<file path="config.mk">
export PLATFORM = sky130hd
export DESIGN_NAME = aes_inv_mix_columns_seq_flat
export DESIGN_NICKNAME = d
export VERILOG_FILES = /design/src/rtl/aes_inv_mix_columns_seq_if.sv /design/src/rtl/aes_inv_mix_columns_seq.sv /design/src/flat_wrapper.sv
export SDC_FILE = /design/constraint.sdc
export NUM_CORES = 1
export LEC_CHECK = 0
export CAP_MARGIN = 20
export CORE_MARGIN = 2
export CORE_UTILIZATION = 47
export DETAILED_ROUTE_END_ITERATION = 10
export PLACE_DENSITY_LB_ADDON = 0.1
export SYNTH_ARGS = -nofsm -noshare
export SYNTH_HDL_FRONTEND = slang
export SYNTH_SLANG_ARGS = --single-unit
export TNS_END_PERCENT = 5
</file>
<file path="constraint.sdc">
create_clock -name clk -period 25.7 [get_ports clk]
set_input_delay 5.14 -clock clk [delete_from_list [all_inputs] [get_ports clk]]
set_output_delay 5.14 -clock clk [all_outputs]
set_load 0.02 [all_outputs]
</file>
<file path="src/rtl/aes_inv_mix_columns_seq_if.sv">
// Block-level handshake bundle for the inverse MixColumns sequencer.
// The slave modport is the sequencer side; the master modport is the upstream/downstream side.
interface aes_inv_mix_columns_seq_if;
  logic         in_valid;
  logic         in_ready;
  logic [127:0] in_data;
  logic         in_bypass;
  logic         out_valid;
  logic         out_ready;
  logic [127:0] out_data;
  logic         busy;

  modport slave (
    input  in_valid,
    input  in_data,
    input  in_bypass,
    input  out_ready,
    output in_ready,
    output out_valid,
    output out_data,
    output busy
  );

  modport master (
    output in_valid,
    output in_data,
    output in_bypass,
    output out_ready,
    input  in_ready,
    input  out_valid,
    input  out_data,
    input  busy
  );
endinterface

</file>
<file path="src/rtl/aes_inv_mix_columns_seq.sv">
// Column-serial AES inverse MixColumns: one 32-bit column per cycle through a single
// shared column function, with a per-block bypass for the final decryption round.
module aes_inv_mix_columns_seq (
  input  logic                            clk,
  input  logic                            rst,
  aes_inv_mix_columns_seq_if.slave        bus
);

  typedef enum logic [1:0] {
    ST_IDLE = 2'd0,
    ST_BUSY = 2'd1,
    ST_DONE = 2'd2
  } state_t;

  // GF(2^8) doubling modulo x^8+x^4+x^3+x+1.
  function automatic logic [7:0] gf_xtime(input logic [7:0] b);
    return {b[6:0], 1'b0} ^ (b[7] ? 8'h1b : 8'h00);
  endfunction

  function automatic logic [7:0] gf_mul(input logic [7:0] b, input logic [3:0] k);
    logic [7:0] x2;
    logic [7:0] x4;
    logic [7:0] x8;
    x2 = gf_xtime(b);
    x4 = gf_xtime(x2);
    x8 = gf_xtime(x4);
    return (k[0] ? b  : 8'h00) ^ (k[1] ? x2 : 8'h00) ^
           (k[2] ? x4 : 8'h00) ^ (k[3] ? x8 : 8'h00);
  endfunction

  // Row 0 is the MSB byte; each output row rotates the 0E/0B/0D/09 coefficient set.
  function automatic logic [31:0] inv_mix_column(input logic [31:0] col);
    logic [7:0] a0, a1, a2, a3;
    logic [7:0] o0, o1, o2, o3;
    {a0, a1, a2, a3} = col;
    o0 = gf_mul(a0, 4'he) ^ gf_mul(a1, 4'hb) ^ gf_mul(a2, 4'hd) ^ gf_mul(a3, 4'h9);
    o1 = gf_mul(a0, 4'h9) ^ gf_mul(a1, 4'he) ^ gf_mul(a2, 4'hb) ^ gf_mul(a3, 4'hd);
    o2 = gf_mul(a0, 4'hd) ^ gf_mul(a1, 4'h9) ^ gf_mul(a2, 4'he) ^ gf_mul(a3, 4'hb);
    o3 = gf_mul(a0, 4'hb) ^ gf_mul(a1, 4'hd) ^ gf_mul(a2, 4'h9) ^ gf_mul(a3, 4'he);
    return {o0, o1, o2, o3};
  endfunction

  state_t       r_state;
  state_t       w_state_nxt;
  logic [1:0]   r_col;
  logic         r_bypass;
  logic [127:0] r_src;
  logic [127:0] r_out;

  logic         w_in_ready;
  logic         w_out_valid;
  logic         w_busy;
  logic         w_accept;
  logic         w_col_we;
  logic [6:0]   w_col_lsb;
  logic [31:0]  w_col_in;
  logic [31:0]  w_col_out;

  // Column c lives at bits [127-32c -: 32], i.e. LSB index (3-c)*32 == {~c, 5'b0}.
  assign w_col_lsb = {~r_col, 5'd0};
  assign w_col_in  = r_src[w_col_lsb +: 32];

  // The one shared column-function instance, fed by the column counter.
  assign w_col_out = inv_mix_column(w_col_in);

  // NOTE: state registers use non-blocking assignments so every flop samples pre-edge values.
  always_ff @(posedge clk or posedge rst) begin
    if (rst) begin
      r_state <= ST_IDLE;
    end else begin
      r_state <= w_state_nxt;
    end
  end

  always_comb begin
    // NOTE: each combinational output gets a default first so no path can infer a latch.
    w_state_nxt = r_state;
    w_in_ready  = 1'b0;
    w_out_valid = 1'b0;
    w_busy      = 1'b0;
    w_accept    = 1'b0;
    w_col_we    = 1'b0;
    unique case (r_state)
      ST_IDLE: begin
        w_in_ready = 1'b1;
        if (bus.in_valid) begin
          w_accept    = 1'b1;
          w_state_nxt = ST_BUSY;
        end
      end
      ST_BUSY: begin
        w_busy = 1'b1;
        // Bypass blocks spend exactly one cycle here, giving the 1-cycle bypass latency.
        if (r_bypass) begin
          w_state_nxt = ST_DONE;
        end else begin
          w_col_we = 1'b1;
          if (r_col == 2'd3) begin
            w_state_nxt = ST_DONE;
          end
        end
      end
      ST_DONE: begin
        w_busy      = 1'b1;
        w_out_valid = 1'b1;
        if (bus.out_ready) begin
          w_state_nxt = ST_IDLE;
        end
      end
      default: w_state_nxt = ST_IDLE;
    endcase
  end

  // NOTE: the 128-bit holding registers are reset too, so an aborted block leaves no residue on out_data.
  always_ff @(posedge clk or posedge rst) begin
    if (rst) begin
      r_col    <= 2'd0;
      r_bypass <= 1'b0;
      r_src    <= '0;
      r_out    <= '0;
    end else begin
      if (w_accept) begin
        r_src    <= bus.in_data;
        r_bypass <= bus.in_bypass;
        r_col    <= 2'd0;
        if (bus.in_bypass) begin
          r_out <= bus.in_data;
        end
      end
      if (w_col_we) begin
        r_out[w_col_lsb +: 32] <= w_col_out;
        r_col                  <= r_col + 2'd1;
      end
    end
  end

  assign bus.in_ready  = w_in_ready;
  assign bus.out_valid = w_out_valid;
  assign bus.busy      = w_busy;
  assign bus.out_data  = r_out;

endmodule

</file>
<file path="src/flat_wrapper.sv">
// flat-port wrapper written by rule: the top's interface ports become plain ports
module aes_inv_mix_columns_seq_flat 
  (clk, rst, bus_in_valid, bus_in_data, bus_in_bypass, bus_out_ready, bus_in_ready, bus_out_valid, bus_out_data, bus_busy);
  aes_inv_mix_columns_seq_if bus_i ();
  input  logic clk;
  input  logic rst;
  input wire logic [$bits(bus_i.in_valid)-1:0] bus_in_valid;
  input wire logic [$bits(bus_i.in_data)-1:0] bus_in_data;
  input wire logic [$bits(bus_i.in_bypass)-1:0] bus_in_bypass;
  input wire logic [$bits(bus_i.out_ready)-1:0] bus_out_ready;
  output wire logic [$bits(bus_i.in_ready)-1:0] bus_in_ready;
  output wire logic [$bits(bus_i.out_valid)-1:0] bus_out_valid;
  output wire logic [$bits(bus_i.out_data)-1:0] bus_out_data;
  output wire logic [$bits(bus_i.busy)-1:0] bus_busy;
  assign bus_i.in_valid = bus_in_valid;
  assign bus_i.in_data = bus_in_data;
  assign bus_i.in_bypass = bus_in_bypass;
  assign bus_i.out_ready = bus_out_ready;
  assign bus_in_ready = bus_i.in_ready;
  assign bus_out_valid = bus_i.out_valid;
  assign bus_out_data = bus_i.out_data;
  assign bus_busy = bus_i.busy;
  aes_inv_mix_columns_seq u_core (.clk(clk), .rst(rst), .bus(bus_i));
endmodule
</file>
-- After elaboration in Yosys (flattened, before gate mapping)
Cells that the tools add are included.
- muxes and demuxes: 30
- add/subtract/negate cells: 2
- reduce and logical (&&, ||, !) cells: 4
- shifts and indexed selects: 3
- bitwise gates (word level): 53
- equal/unequal tests: 6
- operators with widths (cell ; number):
    $xor A8 B8 Y8 ; 51
    $mux W128 ; 3
    $bwmux W128 ; 1
    $shift A32 B9 Y128 const A ; 1
    $shiftx A128 B8 Y32 ; 1
    $shiftx A32 B9 Y128 ; 1
    $mux W5 ; 12
    $mux W2 ; 6
    $neg A7 Y9 ; 1
    $xor A8 B5 Y8 ; 1
    $mux W1 ; 7
    $pmux W2 S3 ; 1
    $eq A2 B2 Y1 const B ; 2
    $ne A2 B2 Y1 const B ; 2
    $ne A3 B1 Y1 const B ; 1
    $reduce_and A3 Y1 ; 1
    $add A2 B1 Y2 const B ; 1
    $eq A2 B1 Y1 const B ; 1
    $logic_not A2 Y1 ; 1
    $not A2 Y2 ; 1
    $reduce_bool A2 Y1 ; 1
    $reduce_or A2 Y1 ; 1
- input bits: 133
- bits in registers: 261

-- Longest topological paths before layout
Gate-level depths: netlist of run 1.
- word-level depth: 15
- gate-level depth with buffers: 11
- depth with buffers taken out: 7

-- Least setup slack after synthesis of run 1
No wires, ideal clock.
- path type: input -> register
- start point: in bus_in_valid
- end point: reg u_core.r_out[118] (netlist: u_core.bus.out_data[118])
- cell stages on the path: 5
- arrival: 6461 ps
- path slack: 19101 ps
- cell sequence: nand3_1 buf_1 buf_1 mux2i_1 o22ai_1
- longest elaborated chain between the ends: 5
- ends and longest elaborated chain (element ; RTL line ; RTL):
    from (decl) ; flat_wrapper.sv:7 ; input wire logic [$bits(bus_i.in_valid)-1:0] bus_in_valid;
    $mux W1 (*) ; aes_inv_mix_columns_seq.sv:86 ; if (bus.in_valid) begin
    $mux W1 (*) ; aes_inv_mix_columns_seq.sv:83 ; unique case (r_state)
    $mux W128 (*) ; aes_inv_mix_columns_seq.sv:122 ; if (w_accept) begin
    $bwmux W128 ; aes_inv_mix_columns_seq.sv:131 ; r_out[w_col_lsb +: 32] <= w_col_out;
    $mux W128 (*) ; aes_inv_mix_columns_seq.sv:130 ; if (w_col_we) begin
    to (signal assigned) ; aes_inv_mix_columns_seq.sv:127 ; r_out <= bus.in_data;
    to (signal, indexed assignment) ; aes_inv_mix_columns_seq.sv:131 ;
    to (decl) ; aes_inv_mix_columns_seq.sv:48 ; logic [127:0] r_out;
Every way passes the cells marked *; elsewhere a longest branch is shown, timed or not.
A chain may end at the register's enable or synchronous reset.

-- Final worst setup path of run 1
- start point: in bus_in_valid
- end point: reg u_core.r_src[15]
- longest elaborated chain between the ends: 2
- ends and longest elaborated chain (element ; RTL line ; RTL):
    $mux W1 ; aes_inv_mix_columns_seq.sv:86 ;
    $mux W1 ; aes_inv_mix_columns_seq.sv:83 ;
    to (signal assigned) ; aes_inv_mix_columns_seq.sv:123 ; r_src <= bus.in_data;
    to (decl) ; aes_inv_mix_columns_seq.sv:47 ; logic [127:0] r_src;
No other way between the ends.

==> results of run 1 <==
-- path summary, 6_finish.rpt --
| path | from | end | slack (ns) | depth (start not counted) |
|---|---|---|---|---|
| max in group asynchronous | rst | u_core.r_src[11] | 19.11 | 3 |
| worst max register to register | u_core.r_col[1] | u_core.bus.out_data[12] | 21.53 | 7 |
| min in group asynchronous | rst | u_core.bus.out_data[95] | 5.09 | 2 |
| worst min register to register | u_core.r_src[71] | u_core.r_src[71] | 0.50 | 1 |
| worst min-delay path | u_core.r_src[71] | u_core.r_src[71] | 0.50 | 1 |
| worst max-delay path | bus_in_valid | u_core.r_src[15] | 18.43 | 4 |
-- synth_stat cells (all sizes together) (2+ instances only) --
library cell / number / area [sq um]
mux2i: 128 / 1281
xor3: 2 / 47.55
xnor2: 117 / 1231
mux2: 129 / 1453
inv: 7 / 26.28
o21ai: 2 / 10.01
clkbuf: 46 / 172.7
a21oi: 3 / 15.01
and2: 4 / 25.02
nor2: 2 / 7.510
xnor3: 30 / 679.4
buf: 27 / 193.9
nand4b: 2 / 17.52
o22ai: 128 / 800.8
dfrtp: 261 / 6531
nand3: 4 / 20.02
xor2: 36 / 367.8
nand2: 5 / 18.77
mux4: 32 / 720.7
ha: 9 / 112.6
-- sequential cells by signal, summed over array words and instances (netlist names) --
register,count
u_core.bus.out_data,128
u_core.r_bypass,1
u_core.r_col,2
u_core.r_src,128
u_core.r_state,2
-- logic make-up after synthesis --
group / synth area share
AOI/OAI and AO/OA: 0.06005
xor gates and xnor gates: 0.1691
adders and majority gates: 0.008189
buffers and inverters: 0.02857
DFF: 0.4749
muxes: 0.2512
and+or+nand+nor: 0.007917
-- cell type report --
class	count	area share
multi-input combinational	636	0.3884
clock buffer	39	0.04662
sequential	261	0.3700
inverter	7	0.001913
tap	384	0.02721
timing repair buffer	276	0.1562
clock inverter	13	0.009707
-- stage by stage --
| step | utilization | cells | setup WS [ns] | hold WS, ns |
|---|---|---|---|---|
| 6_report | 0.6136 | 1616 | 18.43 | 0.4995 |
| 3_3_place_gp | 0.5773 | 1561 | 17.94 | 0.4808 |
| 2_1_floorplan | - | 977 | 13.38 | 0.4610 |
| 5_1_grt | 0.6136 | 1616 | 18.29 | 0.5110 |
| 4_1_cts | 0.6129 | 1615 | 18.45 | 0.5015 |
| 3_5_place_dp | 0.5783 | 1563 | 17.89 | 0.4888 |
-- per-layer routing --
layer / vias up / global-route usage / part of all wire
met5: - / 0 / 0
met4: 0 / 0.04132 / 0.011
met3: 28 / 0.03111 / 0.051
met2: 295 / 0.3999 / 0.48
met1: 4760 / 0.3742 / 0.46
li1: 4049 / - / -
-- worst reg2reg max path: stages (launching register included) --
cell and delay, ns:
dfrtp_2 0.74, buf_4 0.50, mux4_2 0.76, xor2_4 0.35
xnor3_1 0.56, xnor3_2 0.44, xnor2_1 0.47, o22ai_1 0.18
==> flow_summary.json, run 1 <==
{
  "status": "complete, no violations",
  "insertion_delay_ns": 0.55,
  "avgRoutedWirePerCell_um": 23.51,
  "die_h_um": 175.1,
  "clk_pin_slew_ns": 0.06,
  "vias": 9132,
  "async_reset_ff_frac": 1.000,
  "endpoint_kind": "flip-flop",
  "cp_slowest_stage_delay_ns": 0.87,
  "cts-buffers-inserted": 28,
  "place_hpwl_mm": 26.42,
  "setup_viol": 0,
  "yosys_register_bits": 261,
  "grt.total_usage": 0.2503,
  "cp_top_family": "buffers and inverters",
  "hold_viol_final": 0,
  "portBuffers": 263,
  "critical_path_buf_inv_count": 2,
  "mostFrequentLayoutCells": "clkdlybuf4s50_1, dfrtp_1, mux2_2, mux2i_1, o22ai_1",
  "clock-sinks": 261,
  "cap_violations": 0,
  "netlist_area_sq_mm": 0.01375,
  "grt_first_pass_wirelength_mm": 58.92,
  "cp.arrival_ns": 7.69,
  "multi_input_area_sq_mm": 0.006858,
  "routed_wl_mm": 38.00,
  "cts_resized": 0,
  "crit_fanout": 73,
  "cts-htree-levels": 1,
  "rsz0062_at_grt": "false",
  "synth_edf_count": 0,
  "hold_buffers": 0,
  "dpl-instance-area_sq_mm": 0.01664,
  "dr.pass1.iters": 5,
  "slew_violations": 0,
  "mostFrequentLayoutCell": "clkdlybuf4s50_1",
  "synthDistinctLibCells": 33,
  "antenna_cells": 0,
  "die_w_um": 175.1,
  "worstSetupStartpointType": "input port",
  "num_rows": 62,
  "max_slew_margin": 0.2884,
  "fp.coreArea_sq_mm": 0.02878,
  "routed_via_density": 5.651,
  "layout-drive-gt1-share": 0.2102,
  "tightestPinTransition_ns": 1.066,
  "yosysSeqAreaShare": 0.4749,
  "timing.fmax_mhz": 137.5,
  "overflow": 0,
  "avgSynthCellArea_sq_um": 14.08,
  "drc": 0,
  "hold_class": "flip-flop to flip-flop",
  "timing.critical_path.cells": "clkdlybuf4s50_1, nand2_4, buf_4, mux2_2",
  "fill_cells": 2304,
  "cts_setup_buffers": 0,
  "finalCritPeriodShare": 0.2829,
  "cts_max_path_buffers": 3,
  "cts_tree": "done",
  "seq_area_sq_mm": 0.006534,
  "slowest_stage": "buf_4",
  "synth_top_flop_cell": "dfrtp_1",
  "crit_type": "input port to flip-flop",
  "grt_pass1_vias": 9519,
  "fin_skew_ns": 0.01314,
  "fp.dieArea_sq_mm": 0.03064,
  "fin_setup_tns_ns": 0,
  "final_nets": 1352,
  "antenna_found_initial": 0,
  "stdcell_area_sq_mm": 0.01766,
  "synth_warnings": 0,
  "period_needed_ns": 7.271,
  "pin_count": 264,
  "routabilityCongestion": 0.8981,
  "synth_nets": 1119,
  "area_growth_syn_to_layout_pct": 28.41,
  "ant_nets": 0,
  "grt_max_degree": 119,
  "start_util": 0.4778,
  "synth_cells": 977,
  "cts_root_buffer": "clkbuf_16",
  "worstPathRequired_ns": 26.12,
  "drt_first_iter_violations": 663
}
Power of run 1 is left out: the tool's default activity adds up to more than one toggle a clock period on the data nets, which glitch-free logic cannot reach.
==> inputs of run 2 (changes only) <==
Clock period 25.7 ns to 7.2 ns, I/O delays scaled along.
==> flow_summary.json, run 2 (synthesis results as in run 1) <==
{
  "cts_setup_buffers": 0,
  "dr.pass1.iters": 5,
  "grt_first_pass_wirelength_mm": 59.23,
  "dp_cells": 1562,
  "cts_tree": "done",
  "portBuffers": 263,
  "place_hpwl_mm": 26.80,
  "hold_class": "flip-flop to flip-flop",
  "die_w_um": 175.1,
  "grt_pass1_vias": 9689,
  "insertion_delay_ns": 0.55,
  "cts_max_path_buffers": 3,
  "worstSetupStartpointType": "flip-flop",
  "worstPathRequired_ns": 7.58,
  "cts_resized": 0,
  "ant_nets": 0,
  "routabilityCongestion": 0.9797,
  "slew_violations": 0,
  "vias": 9204,
  "clock-sinks": 261,
  "cp_slowest_stage_delay_ns": 0.71,
  "timing.fmax_mhz": 251.9,
  "cp.arrival_ns": 4.35,
  "reg2reg_from": "u_core.r_col[1]",
  "endpoint_kind": "flip-flop",
  "cts-htree-levels": 1,
  "tightestPinTransition_ns": 1.052,
  "crit_type": "flip-flop to flip-flop",
  "instances_no_fill": 1616,
  "cts-buffers-inserted": 29,
  "path_common_cell": "xnor3_1",
  "period_needed_ns": 3.971,
  "status": "complete, no violations",
  "num_rows": 62,
  "stdcell_area_sq_mm": 0.01773,
  "fill_cells": 2288,
  "pin_count": 264,
  "crit_fanout": 22,
  "clk_pin_slew_ns": 0.06,
  "cts_root_buffer": "clkbuf_16",
  "grt.total_usage": 0.2535,
  "multi_input_area_sq_mm": 0.006858,
  "hold_buffers": 0,
  "die_h_um": 175.1,
  "cp_top_family": "XOR/XNOR gates",
  "start_util": 0.4778,
  "antenna_cells": 0,
  "highest_layer": "met4",
  "avgRoutedWirePerCell_um": 24.13,
  "drt_first_iter_violations": 687,
  "max_slew_margin": 0.2987,
  "mostFrequentLayoutCells": "clkdlybuf4s50_1, dfrtp_1, mux2_2, mux2i_1, o22ai_1",
  "finalCritPeriodShare": 0.5515,
  "wl_met3_mm": 2.328,
  "critical_path_buf_inv_count": 1,
  "cap_violations": 0,
  "fin_skew_ns": 0.01637,
  "fin_setup_tns_ns": 0,
  "slowest_stage": "dfrtp_2",
  "timing.critical_path.cells": "buf_4, mux4_2, xnor2_2, xnor3_1, xnor3_1, xor2_1, o22ai_1",
  "setup_viol": 0,
  "grt_max_degree": 142,
  "routed_via_density": 5.696,
  "routed_wl_mm": 39.00,
  "drt-met1-wl_mm": 17.45,
  "overflow": 0,
  "seq_area_sq_mm": 0.006534,
  "crit_start": "u_core.r_col[1]",
  "layout-drive-gt1-share": 0.2135,
  "met2_wirelength_mm": 18.57,
  "antenna_found_initial": 0,
  "rsz0062_at_grt": "false",
  "fp.coreArea_sq_mm": 0.02878,
  "area_growth_syn_to_layout_pct": 28.93,
  "mostFrequentLayoutCell": "clkdlybuf4s50_1",
  "fp.dieArea_sq_mm": 0.03064,
  "hold_slack_ns": 0.5001,
  "hp-start": "u_core.r_src[12]",
  "dpl-instance-area_sq_mm": 0.01665,
  "hold_viol_final": 0,
  "drc": 0,
  "final_nets": 1353
}
[run 2: worst paths after layout]
path	end	slack, ns	cells past startpoint
max	u_core.bus.out_data[75]	3.23	7
min	u_core.r_src[12]	0.50	1
max reg2reg	u_core.bus.out_data[75]	3.23	7
min reg2reg	u_core.r_src[12]	0.50	1
max in group asynchronous	u_core.r_src[26]	4.38	4
min in group asynchronous	u_core.r_src[63]	1.44	3
[run 2: per-stage QoR]
stage | utilization | setup slack, ns
global placement | 0.5780 | 2.891
finish | 0.6161 | 3.229
CTS | 0.6146 | 3.061
detailed placement | 0.5785 | 3.069
global route | 0.6161 | 2.979
floorplan | - | 2.318
[run 2: cell type report]
class / count / area share
timing repair buffer: 276 / 0.1574
clock inverter: 16 / 0.01221
clock buffer: 36 / 0.04636
sequential: 261 / 0.3685
tap: 384 / 0.02710
multi-input combinational: 636 / 0.3868
inverter: 7 / 0.001694
[run 2: routing by layer]
| layer | track usage | up-vias |
|---|---|---|
| li1 | - | 4044 |
| met1 | 0.3646 | 4772 |
| met2 | 0.4055 | 344 |
| met3 | 0.04025 | 44 |
| met4 | 0.06146 | 0 |
| met5 | 0 | - |
[run 2: worst reg2reg max path, stage by stage (launching register included)]
cell	delay, ns
dfrtp_2	0.71
buf_4	0.48
mux4_2	0.72
xnor2_2	0.39
xnor3_1	0.53
xnor3_1	0.36
xor2_1	0.44
o22ai_1	0.18
Power of run 2 is left out for the same reason.
